File: src/rtl/mult_hilo_seq_if.sv
// Purpose: bus between the HI/LO sequencer and the 32x32 shift-add multiplier.
// Signals:
//   MultCtrl   seq -> mult  run enable
//   MultReset  seq -> mult  clear pulse
//   fatorA     seq -> mult  operand A magnitude
//   fatorB     seq -> mult  operand B magnitude
//   mult_hi    mult -> seq  product HI word
//   mult_lo    mult -> seq  product LO word
//   mult_done  mult -> seq  completion level
// Modports: master = sequencer side, slave = multiplier side.
interface mult_hilo_seq_if;
    logic        MultCtrl;
    logic        MultReset;
    logic [31:0] fatorA;
    logic [31:0] fatorB;
    logic [31:0] mult_hi;
    logic [31:0] mult_lo;
    logic        mult_done;

    modport master (
        output MultCtrl, MultReset, fatorA, fatorB,
        input  mult_hi, mult_lo, mult_done
    );

    modport slave (
        input  MultCtrl, MultReset, fatorA, fatorB,
        output mult_hi, mult_lo, mult_done
    );
endinterface

File: src/rtl/mult_hilo_seq.sv
// Purpose: sequences mult/multu through the shift-add multiplier, converting
// signed operands to magnitudes and re-applying the product sign, and owns the
// architectural HI/LO registers (mfhi/mflo/mthi/mtlo). Stalls the control unit
// while an operation is in flight.
// Ports:
//   clk, reset_n         clock, synchronous active-low reset
//   start, signed_op     multiply request and signedness (sampled with start)
//   rs_val, rt_val       operands (sampled with start)
//   mthi_we, mtlo_we     HI/LO write enables, data on wdata (IDLE only)
//   mbus                 multiplier bus (master side)
//   HI, LO               architectural HI/LO
//   busy                 stall, high outside IDLE
//   done                 one-cycle pulse in the FIX cycle
//   timeout_err          sticky abort flag, cleared by the next accepted start
module mult_hilo_seq #(
    parameter int unsigned MIN_RUN = 33,
    parameter int unsigned TIMEOUT = 40
) (
    input  logic                  clk,
    input  logic                  reset_n,
    input  logic                  start,
    input  logic                  signed_op,
    input  logic [31:0]           rs_val,
    input  logic [31:0]           rt_val,
    input  logic                  mthi_we,
    input  logic                  mtlo_we,
    input  logic [31:0]           wdata,
    mult_hilo_seq_if.master       mbus,
    output logic [31:0]           HI,
    output logic [31:0]           LO,
    output logic                  busy,
    output logic                  done,
    output logic                  timeout_err
);

    localparam int unsigned CW = $clog2(TIMEOUT + 1);
    localparam logic [CW-1:0] MIN_C  = CW'(MIN_RUN);
    localparam logic [CW-1:0] LAST_C = CW'(TIMEOUT - 1);

    typedef enum logic [1:0] {IDLE, CLEAR, RUN, FIX} state_t;

    state_t        state, state_nx;
    logic [CW-1:0] run_cnt;
    logic [31:0]   fator_a, fator_b;
    logic          result_neg;
    logic          neg_a, neg_b;
    logic          accept, abort;
    logic [63:0]   product, written;

    assign neg_a = signed_op & rs_val[31];
    assign neg_b = signed_op & rt_val[31];

    // mult_done is a level that may be stale from a previous run, so it is
    // only trusted once the multiplier has had MIN_RUN cycles.
    assign accept = (state == RUN) && mbus.mult_done && (run_cnt >= MIN_C);
    // Abort on the last permitted RUN cycle, so exactly TIMEOUT RUN cycles elapse.
    assign abort  = (state == RUN) && !accept && (run_cnt == LAST_C);

    assign product = {mbus.mult_hi, mbus.mult_lo};
    assign written = result_neg ? (~product + 64'd1) : product;

    assign mbus.fatorA = fator_a;
    assign mbus.fatorB = fator_b;

    always_ff @(posedge clk) begin
        if (!reset_n) state <= IDLE;
        else          state <= state_nx;
    end

    always_comb begin
        state_nx       = state;
        mbus.MultCtrl  = 1'b0;
        mbus.MultReset = 1'b0;
        busy           = 1'b1;
        done           = 1'b0;
        case (state)
            IDLE: begin
                busy = 1'b0;
                if (start) state_nx = CLEAR;
            end
            CLEAR: begin
                mbus.MultReset = 1'b1;
                state_nx       = RUN;
            end
            RUN: begin
                mbus.MultCtrl = 1'b1;
                if (accept)     state_nx = FIX;
                else if (abort) state_nx = IDLE;
            end
            FIX: begin
                done     = 1'b1;
                state_nx = IDLE;
            end
            default: state_nx = IDLE;
        endcase
    end

    always_ff @(posedge clk) begin
        if (!reset_n) begin
            HI          <= '0;
            LO          <= '0;
            fator_a     <= '0;
            fator_b     <= '0;
            result_neg  <= 1'b0;
            run_cnt     <= '0;
            timeout_err <= 1'b0;
        end else begin
            case (state)
                IDLE: begin
                    if (mthi_we) HI <= wdata;
                    if (mtlo_we) LO <= wdata;
                    if (start) begin
                        // Two's-complement negate; 0x80000000 maps to itself,
                        // which is the correct unsigned magnitude.
                        fator_a     <= neg_a ? -rs_val : rs_val;
                        fator_b     <= neg_b ? -rt_val : rt_val;
                        result_neg  <= neg_a ^ neg_b;
                        run_cnt     <= '0;
                        timeout_err <= 1'b0;
                    end
                end
                RUN: begin
                    run_cnt <= run_cnt + 1'b1;
                    if (abort) timeout_err <= 1'b1;
                end
                FIX: begin
                    HI <= written[63:32];
                    LO <= written[31:0];
                end
                default: ;
            endcase
        end
    end

endmodule

File: src/flat_wrapper.sv
// flat-port wrapper written by rule: the top's interface ports become plain ports
module mult_hilo_seq_flat 
#(
    parameter int unsigned MIN_RUN = 33,
    parameter int unsigned TIMEOUT = 40
)
  (clk, reset_n, start, signed_op, rs_val, rt_val, mthi_we, mtlo_we, wdata, HI, LO, busy, done, timeout_err, mbus_MultCtrl, mbus_MultReset, mbus_fatorA, mbus_fatorB, mbus_mult_hi, mbus_mult_lo, mbus_mult_done);
  mult_hilo_seq_if mbus_i ();
  input  logic clk;
  input  logic reset_n;
  input  logic start;
  input  logic signed_op;
  input  logic [31:0] rs_val;
  input  logic [31:0] rt_val;
  input  logic mthi_we;
  input  logic mtlo_we;
  input  logic [31:0] wdata;
  output logic [31:0] HI;
  output logic [31:0] LO;
  output logic busy;
  output logic done;
  output logic timeout_err;
  output wire logic [$bits(mbus_i.MultCtrl)-1:0] mbus_MultCtrl;
  output wire logic [$bits(mbus_i.MultReset)-1:0] mbus_MultReset;
  output wire logic [$bits(mbus_i.fatorA)-1:0] mbus_fatorA;
  output wire logic [$bits(mbus_i.fatorB)-1:0] mbus_fatorB;
  input wire logic [$bits(mbus_i.mult_hi)-1:0] mbus_mult_hi;
  input wire logic [$bits(mbus_i.mult_lo)-1:0] mbus_mult_lo;
  input wire logic [$bits(mbus_i.mult_done)-1:0] mbus_mult_done;
  assign mbus_MultCtrl = mbus_i.MultCtrl;
  assign mbus_MultReset = mbus_i.MultReset;
  assign mbus_fatorA = mbus_i.fatorA;
  assign mbus_fatorB = mbus_i.fatorB;
  assign mbus_i.mult_hi = mbus_mult_hi;
  assign mbus_i.mult_lo = mbus_mult_lo;
  assign mbus_i.mult_done = mbus_mult_done;
  mult_hilo_seq #(.MIN_RUN(MIN_RUN), .TIMEOUT(TIMEOUT)) u_core (.clk(clk), .reset_n(reset_n), .start(start), .signed_op(signed_op), .rs_val(rs_val), .rt_val(rt_val), .mthi_we(mthi_we), .mtlo_we(mtlo_we), .wdata(wdata), .mbus(mbus_i), .HI(HI), .LO(LO), .busy(busy), .done(done), .timeout_err(timeout_err));
endmodule
File: config.mk
export PLATFORM = sky130hd
export DESIGN_NAME = mult_hilo_seq_flat
export DESIGN_NICKNAME = d
export VERILOG_FILES = /design/src/rtl/mult_hilo_seq_if.sv /design/src/rtl/mult_hilo_seq.sv /design/src/flat_wrapper.sv
export SDC_FILE = /design/constraint.sdc
export NUM_CORES = 1
export LEC_CHECK = 0
export BUFFER_PORTS_ARGS = -buffer_cell sky130_fd_sc_hd__buf_4
export CAP_MARGIN = 25
export CELL_PAD_IN_SITES_DETAIL_PLACEMENT = 0
export CELL_PAD_IN_SITES_GLOBAL_PLACEMENT = 2
export CORE_MARGIN = 8
export CORE_UTILIZATION = 30
export CTS_CLUSTER_SIZE = 24
export DETAILED_ROUTE_END_ITERATION = 7
export PLACE_DENSITY_LB_ADDON = 0.1
export SETUP_SLACK_MARGIN = 0.15
export SLEW_MARGIN = 10
export SYNTH_ARGS = -nofsm -noshare
export SYNTH_HDL_FRONTEND = slang
export SYNTH_SLANG_ARGS = --single-unit
export TNS_END_PERCENT = 10
File: constraint.sdc
create_clock -name clk -period 4.2 [get_ports clk]
set_input_delay 0.21 -clock clk [delete_from_list [all_inputs] [get_ports clk]]
set_output_delay 0.21 -clock clk [all_outputs]
set_load 0.1 [all_outputs]
==> impl_metrics.tcl, run 1 <==
set metrics [dict create \
    status "finished, final reports clean" \
    postSynthCellCount 1167 \
    die_area_um2 35270 \
    finalPower_mw 4.670 \
    fin_skew_ns 0.01238 \
    peakVddDrop_mv 0.2030 \
    fin_area_um2 11990 \
    period_minus_slack_ns 2.566 \
    cts_hold_buf 0 \
    worstSkewPairLatency_ns 0.43 \
    cpPeakStageDelay_ns 0.66 \
    crit_path_end_kind "flip-flop" \
    cap_viol_max_count 0 \
    start_util_pct 30.20 \
    cts_buffers 17 \
    async_flop_share_pct 0 \
    hold_viol_final 0 \
    yosys_warnings 0 \
    cts_tree "built" \
    yosysSeqAreaShare_pct 31.20 \
    crit_top_cell "or4_4" \
    grt_use_met3_pct 6.111 \
    min_path_type "in -> reg" \
    nNetsFinal 1589 \
    p_leak_nw 4.621 \
    clock_sinks 138 \
    synth-seq-cells 138 \
    path_delay_family "simple AND/OR/NAND/NOR gates" \
    crit_chain "buf_4, or4_4, or4_4, or3_4, nor4b_1, mux2_2" \
    track_usage_pct 21.46 \
    seqPwrFrac_pct 31.7 \
    slew_headroom_pct 32.06 \
    nFillCells 3143 \
    num_rows 63 \
    setup_tns_ns 0 \
    gp_congestion 0.8463 \
    grt-busiest-layer "met2" \
    switching_share_pct 43.56 \
    crit_type "in -> reg" \
    cpMaxStageDelayCell "or4_4" \
    worst_slew_pin_slew_ns 1.017 \
    grt_pass1_wl_um 59890 \
    clockRootBuffer "clkbuf_16" \
    io_buffer_count 299 \
    syn2layout_area_growth_pct 35.39 \
    antenna_found_initial 0 \
    combPwrFrac_pct 35.4 \
    drtAntennaViolNets 0 \
    worst-endpoint-required_ns 4.52 \
    use_met2_pct 36.66 \
    regToRegSetupSlack_ns 1.81 \
    power.internal_mw 2.636 \
    path_max_fanout 19 \
    synth.top_cell.area_share_pct 31.20 \
    finalWirelength_um 39280 \
    fp.dieH_um 187.8 \
    min_period_over_period_pct 61.10 \
    core-area_um2 29320 \
    use_met1_pct 25.47 \
    whs_ns 0.04169 \
    synth_top_area_cell "dfxtp_1" \
    clkTransAtPathRegs_ns 0.07 \
    cts_resized 0 \
    overflow 0 \
    cp.arrival_ns 2.88 \
    ys_top_cells_by_count "dfxtp_1, nand2_1, nor2_1" \
    post_cts_buffers 0 \
    htreeDepth 4 \
    synthMostInstantiatedCell "dfxtp_1" \
    final_max_slew_viol_count 0 \
    p_switching_mw 2.035 \
    clockBufferDepth 2 \
    synth_edf_count 0 \
    synth_nets 1340 \
    fmax_mhz 389.7 \
    setup_viol 0 \
    power.clock.fraction_pct 32.9 \
    wire_per_inst_um 21.59 \
    dp.final_hpwl_um 29190 \
    rsz0062_at_grt "no" \
    drive_gt1_share_pct 27.15 \
    grt_max_degree 118 \
    synth_ff_type "dfxtp_1" \
    via_count 9942 \
    drc 0 \
    n_antenna_cell 0 \
    grt_pass1_vias 10030 \
    synth_cell_type_count 70 \
    viasPerCell 5.466 \
    place_area_um2 11420 \
    setup.worst_path.start_class "primary input" \
    die_w_um 187.8 \
    ios 300 \
    syn_avg_cell_area_um2 7.589 \
    dr.pass1.iters 5 \
    drtIter0Drc 625 \
    cp_num_buf_inv 1 \
    synth_area_um2 8856 \
    synthTopCellsByArea "dfxtp_1, nand2_1, a21oi_1, o21ai_0, nor2_1" \
    p_per_area_nw_per_um2 389.5 \
]
registers in the layout, indices dropped and copies added, names as in the netlist:
| register | cells |
|---|---|
| u_core.HI | 32 |
| u_core.LO | 32 |
| u_core.mbus.fatorA | 32 |
| u_core.mbus.fatorB | 32 |
| u_core.run_cnt | 6 |
| u_core.state | 2 |
| u_core.result_neg | 1 |
| u_core.timeout_err | 1 |
stage by stage:
step           util [%]  setup WS (ns)  std cells
4_1_cts           40.89          1.617       1819
3_3_place_gp      38.94          1.241       1787
6_report          40.89          1.634       1819
5_1_grt           40.89          1.558       1819
3_5_place_dp      38.94          1.152       1787
2_1_floorplan         -          1.491       1167
cell type report:
type	instances	area [um^2]	area share [%]
Timing Repair Buffer	317	2392	19.95
Sequential cell	138	2763	23.04
Multi-Input combinational cell	921	5694	47.49
Clock inverter	15	147.6	1.231
Clock buffer	17	425.4	3.548
Inverter	21	80.08	0.6679
Tap cell	390	488.0	4.070
power groups by stage:
| stage | clock (mW) | sequential (mW) | combinational, mW |
|---|---|---|---|
| 5_1_grt | 1.63 | 1.49 | 1.74 |
| 3_5_place_dp | 0 | 1.51 | 1.66 |
| 4_1_cts | 1.58 | 1.48 | 1.67 |
| 2_1_floorplan | 0 | 2.23 | 0.424 |
| 3_3_place_gp | 0 | 1.51 | 1.66 |
| 6_report | 1.54 | 1.48 | 1.65 |
worst reg2reg max path, cell delays in order, from the launching register on:
cell and delay, ns:
dfxtp_1 0.45, nand2_1 0.16, buf_4 0.50, nor2_1 0.34
a222oi_1 0.41, o21ai_0 0.15, mux2_2 0.28
layout by cell type (no fill, tap or decap), types with 16 or more instances in the layout:
cell	count
or4_1	24
nor4_1	28
nor3_1	39
and3_1	16
or3_1	29
inv_1	20
nand3_1	34
xnor2_1	35
a21oi_1	78
a22oi_1	21
nand4_1	24
buf_4	316
o31ai_1	20
a31oi_1	22
o21ai_0	78
xor2_1	29
dfxtp_1	138
clkbuf_16	17
nand2_1	124
nor2_1	91
a211oi_1	29
final timing paths:
kind	endpoint	start	cells after the start
max	u_core.HI[31]	mbus_mult_lo[10]	6
min	u_core.mbus.fatorA[31]	signed_op	2
max reg2reg	u_core.HI[31]	u_core.state[1]	6
min reg2reg	u_core.LO[0]	u_core.LO[0]	2
layer usage:
| metal | up-vias | share of wire, % |
|---|---|---|
| li1 | 4922 | - |
| met1 | 4659 | 42 |
| met2 | 321 | 48 |
| met3 | 40 | 7.6 |
| met4 | 0 | 2.8 |
| met5 | - | 0 |
cell families (layout without fill, tap and decap cells):
logic type | after synthesis | count (layout) | synth area share [%]
flip-flops | 138 | 138 | 31.20
adder cells (fa/ha/maj) | 6 | 6 | 0.8477
XOR/XNOR | 64 | 64 | 6.329
AND/OR/NAND/NOR | 476 | 476 | 27.82
buffers and inverters | 108 | 370 | 4.747
multiplexers | 16 | 16 | 1.865
AO/OA/AOI/OAI | 359 | 359 | 27.20
Note: power is estimated with default switching activity, not from simulation.
==> run 2, diff against run 1 <==
--- a/config.mk
+++ b/config.mk
@@ -10,7 +10,7 @@
 export CELL_PAD_IN_SITES_DETAIL_PLACEMENT = 0
 export CELL_PAD_IN_SITES_GLOBAL_PLACEMENT = 2
 export CORE_MARGIN = 8
-export CORE_UTILIZATION = 30
+export CORE_UTILIZATION = 25
 export CTS_CLUSTER_SIZE = 24
 export DETAILED_ROUTE_END_ITERATION = 7
 export PLACE_DENSITY_LB_ADDON = 0.1
==> constraint.sdc (replaced) <==
create_clock -name clk -period 2.3 [get_ports clk]
set_input_delay 0.115 -clock clk [delete_from_list [all_inputs] [get_ports clk]]
set_output_delay 0.115 -clock clk [all_outputs]
set_load 0.1 [all_outputs]
==> impl_metrics.tcl, run 2 (synthesis results as in run 1) <==
set metrics [dict create \
    cts_tree "built" \
    syn2layout_area_growth_pct 55.09 \
    setup_tns_ns 0 \
    antenna_found_initial 0 \
    path_max_fanout 16 \
    peakVddDrop_mv 0.5062 \
    clockBufferDepth 2 \
    hold_viol_final 0 \
    dp.final_hpwl_um 33630 \
    cap_viol_max_count 0 \
    nFillCells 3745 \
    drtIter0Drc 506 \
    mostFrequentLayoutCells "buf_4, dfxtp_1, nand2_1, nor2_1, dlygate4sd3_1" \
    final_max_slew_viol_count 0 \
    num_rows 69 \
    setup_viol 0 \
    crit_type "in -> reg" \
    finalWirelength_um 44230 \
    p_per_area_nw_per_um2 650.8 \
    place_area_um2 12190 \
    whs_ns 0.02745 \
    grt-busiest-layer "met2" \
    dr.pass1.iters 5 \
    htreeDepth 4 \
    rsz0062_at_grt "yes" \
    fp.dieH_um 204.2 \
    ios 300 \
    grt_pass1_vias 11080 \
    slew_headroom_pct 47.99 \
    drtAntennaViolNets 0 \
    via_count 10600 \
    setup.worst_path.start_class "primary input" \
    use_met1_pct 25.13 \
    clockRootBuffer "clkbuf_16" \
    nNetsFinal 1762 \
    worstSkewPairLatency_ns 0.44 \
    gp_congestion 0.8291 \
    fin_area_um2 13730 \
    layout_commonest_cell "buf_4" \
    core-area_um2 35220 \
    period_minus_slack_ns 2.195 \
    crit_chain "buf_4, or4_4, or4_4, or3_4, o41a_1, a311o_1" \
    cpMaxStageDelayCell "or4_4" \
    min_path_type "in -> reg" \
    fin_skew_ns 0.01135 \
    status "finished, final reports clean" \
    drive_gt1_share_pct 30.06 \
    use_met2_pct 35.63 \
    die_w_um 204.2 \
    min_period_over_period_pct 95.42 \
    overflow 0 \
    crit_top_cell "or4_4" \
    cpPeakStageDelay_ns 0.59 \
    p_leak_nw 5.469 \
    drc 0 \
    grt_pass1_wl_um 67940 \
    clock_sinks 138 \
    wire_per_inst_um 21.46 \
    clkTransAtPathRegs_ns 0.06 \
    io_buffer_count 299 \
    cp_num_buf_inv 1 \
    final_util_pct 38.99 \
    grt_max_degree 90 \
    crit_path_end_kind "flip-flop" \
    die_area_um2 41700 \
    worst-endpoint-required_ns 2.62 \
    viasPerCell 5.141 \
    grt_use_met3_pct 5.468 \
    start_util_pct 25.14 \
    fmax_mhz 455.7 \
    cts_buffers 17 \
    n_antenna_cell 0 \
    worst_slew_pin_slew_ns 0.7783 \
    track_usage_pct 20.92 \
    cp.arrival_ns 2.51 \
    path_delay_family "simple AND/OR/NAND/NOR gates" \
]
[run 2: cell types whose count changed in the layout (fill, tap and decap cells not counted), sizes merged]
| cell | delta |
|---|---|
| clkinv | +2 |
| inv | -10 |
| bufinv | +3 |
| buf | +86 |
| clkinvlp | -2 |
| dlygate4sd3 | +87 |
| clkbuf | +5 |
[run 2: worst paths after layout]
check | start | end | slack (ns) | depth (start not counted)
hold reg to reg | u_core.LO[0] | u_core.LO[0] | 0.46 | 2
setup reg to reg | u_core.state[1] | u_core.LO[0] | 0.32 | 7
setup / recovery | mbus_mult_lo[9] | u_core.HI[21] | 0.11 | 6
hold / removal | rt_val[16] | u_core.mbus.fatorB[16] | 0.03 | 3
[run 2: what timing repair did]
| action | CTS | global route |
|---|---|---|
| hold buffers | 87 | 0 |
| buffers inserted | 0 | 3 |
| hold endpoints to repair | 81 | 0 |
| resized for setup | 2 | 9 |
| endpoints found under the setup margin | 2 | 30 |
| gates cloned | 0 | 0 |
[run 2: final cells by class]
cell class	instances	area [um^2]	area share [%]
inverter	21	80.08	0.5830
sequential	138	2765	20.13
multi-input combinational	921	5746	41.83
clock inverter	8	117.6	0.8563
tap	461	576.8	4.200
clock buffer	22	484.2	3.526
timing repair buffer	490	3965	28.87
[run 2: per-stage QoR]
stage	std cells	power, mW	setup WS (ns)
after global routing	2061	9.339	0.08425
after floorplan	1167	4.843	-0.2343
after CTS	2058	9.046	0.1410
after detailed placement	1941	5.923	-0.3303
final	2061	8.938	0.1054
after global placement	1941	5.925	-0.3240
[run 2: where the power goes]
part / switching, mW / internal (mW)
clock network: 1.15 / 1.80
logic: 2.32 / 0.957
registers: 0.130 / 2.59
total: 3.59 / 5.34
[run 2: worst min-delay path, delay by kind of cell]
kind / cells / cell delay (ns)
buf+inv: 1 / 0.10
compound gates: 1 / 0.07
xor+xnor: 1 / 0.13
[run 2: routing by layer]
metal  share of wire, %  routed length (um)
met4                2.5                1091
met2                 49               21630
met3                6.0                2664
met5                  0                   0
met1                 43               18840
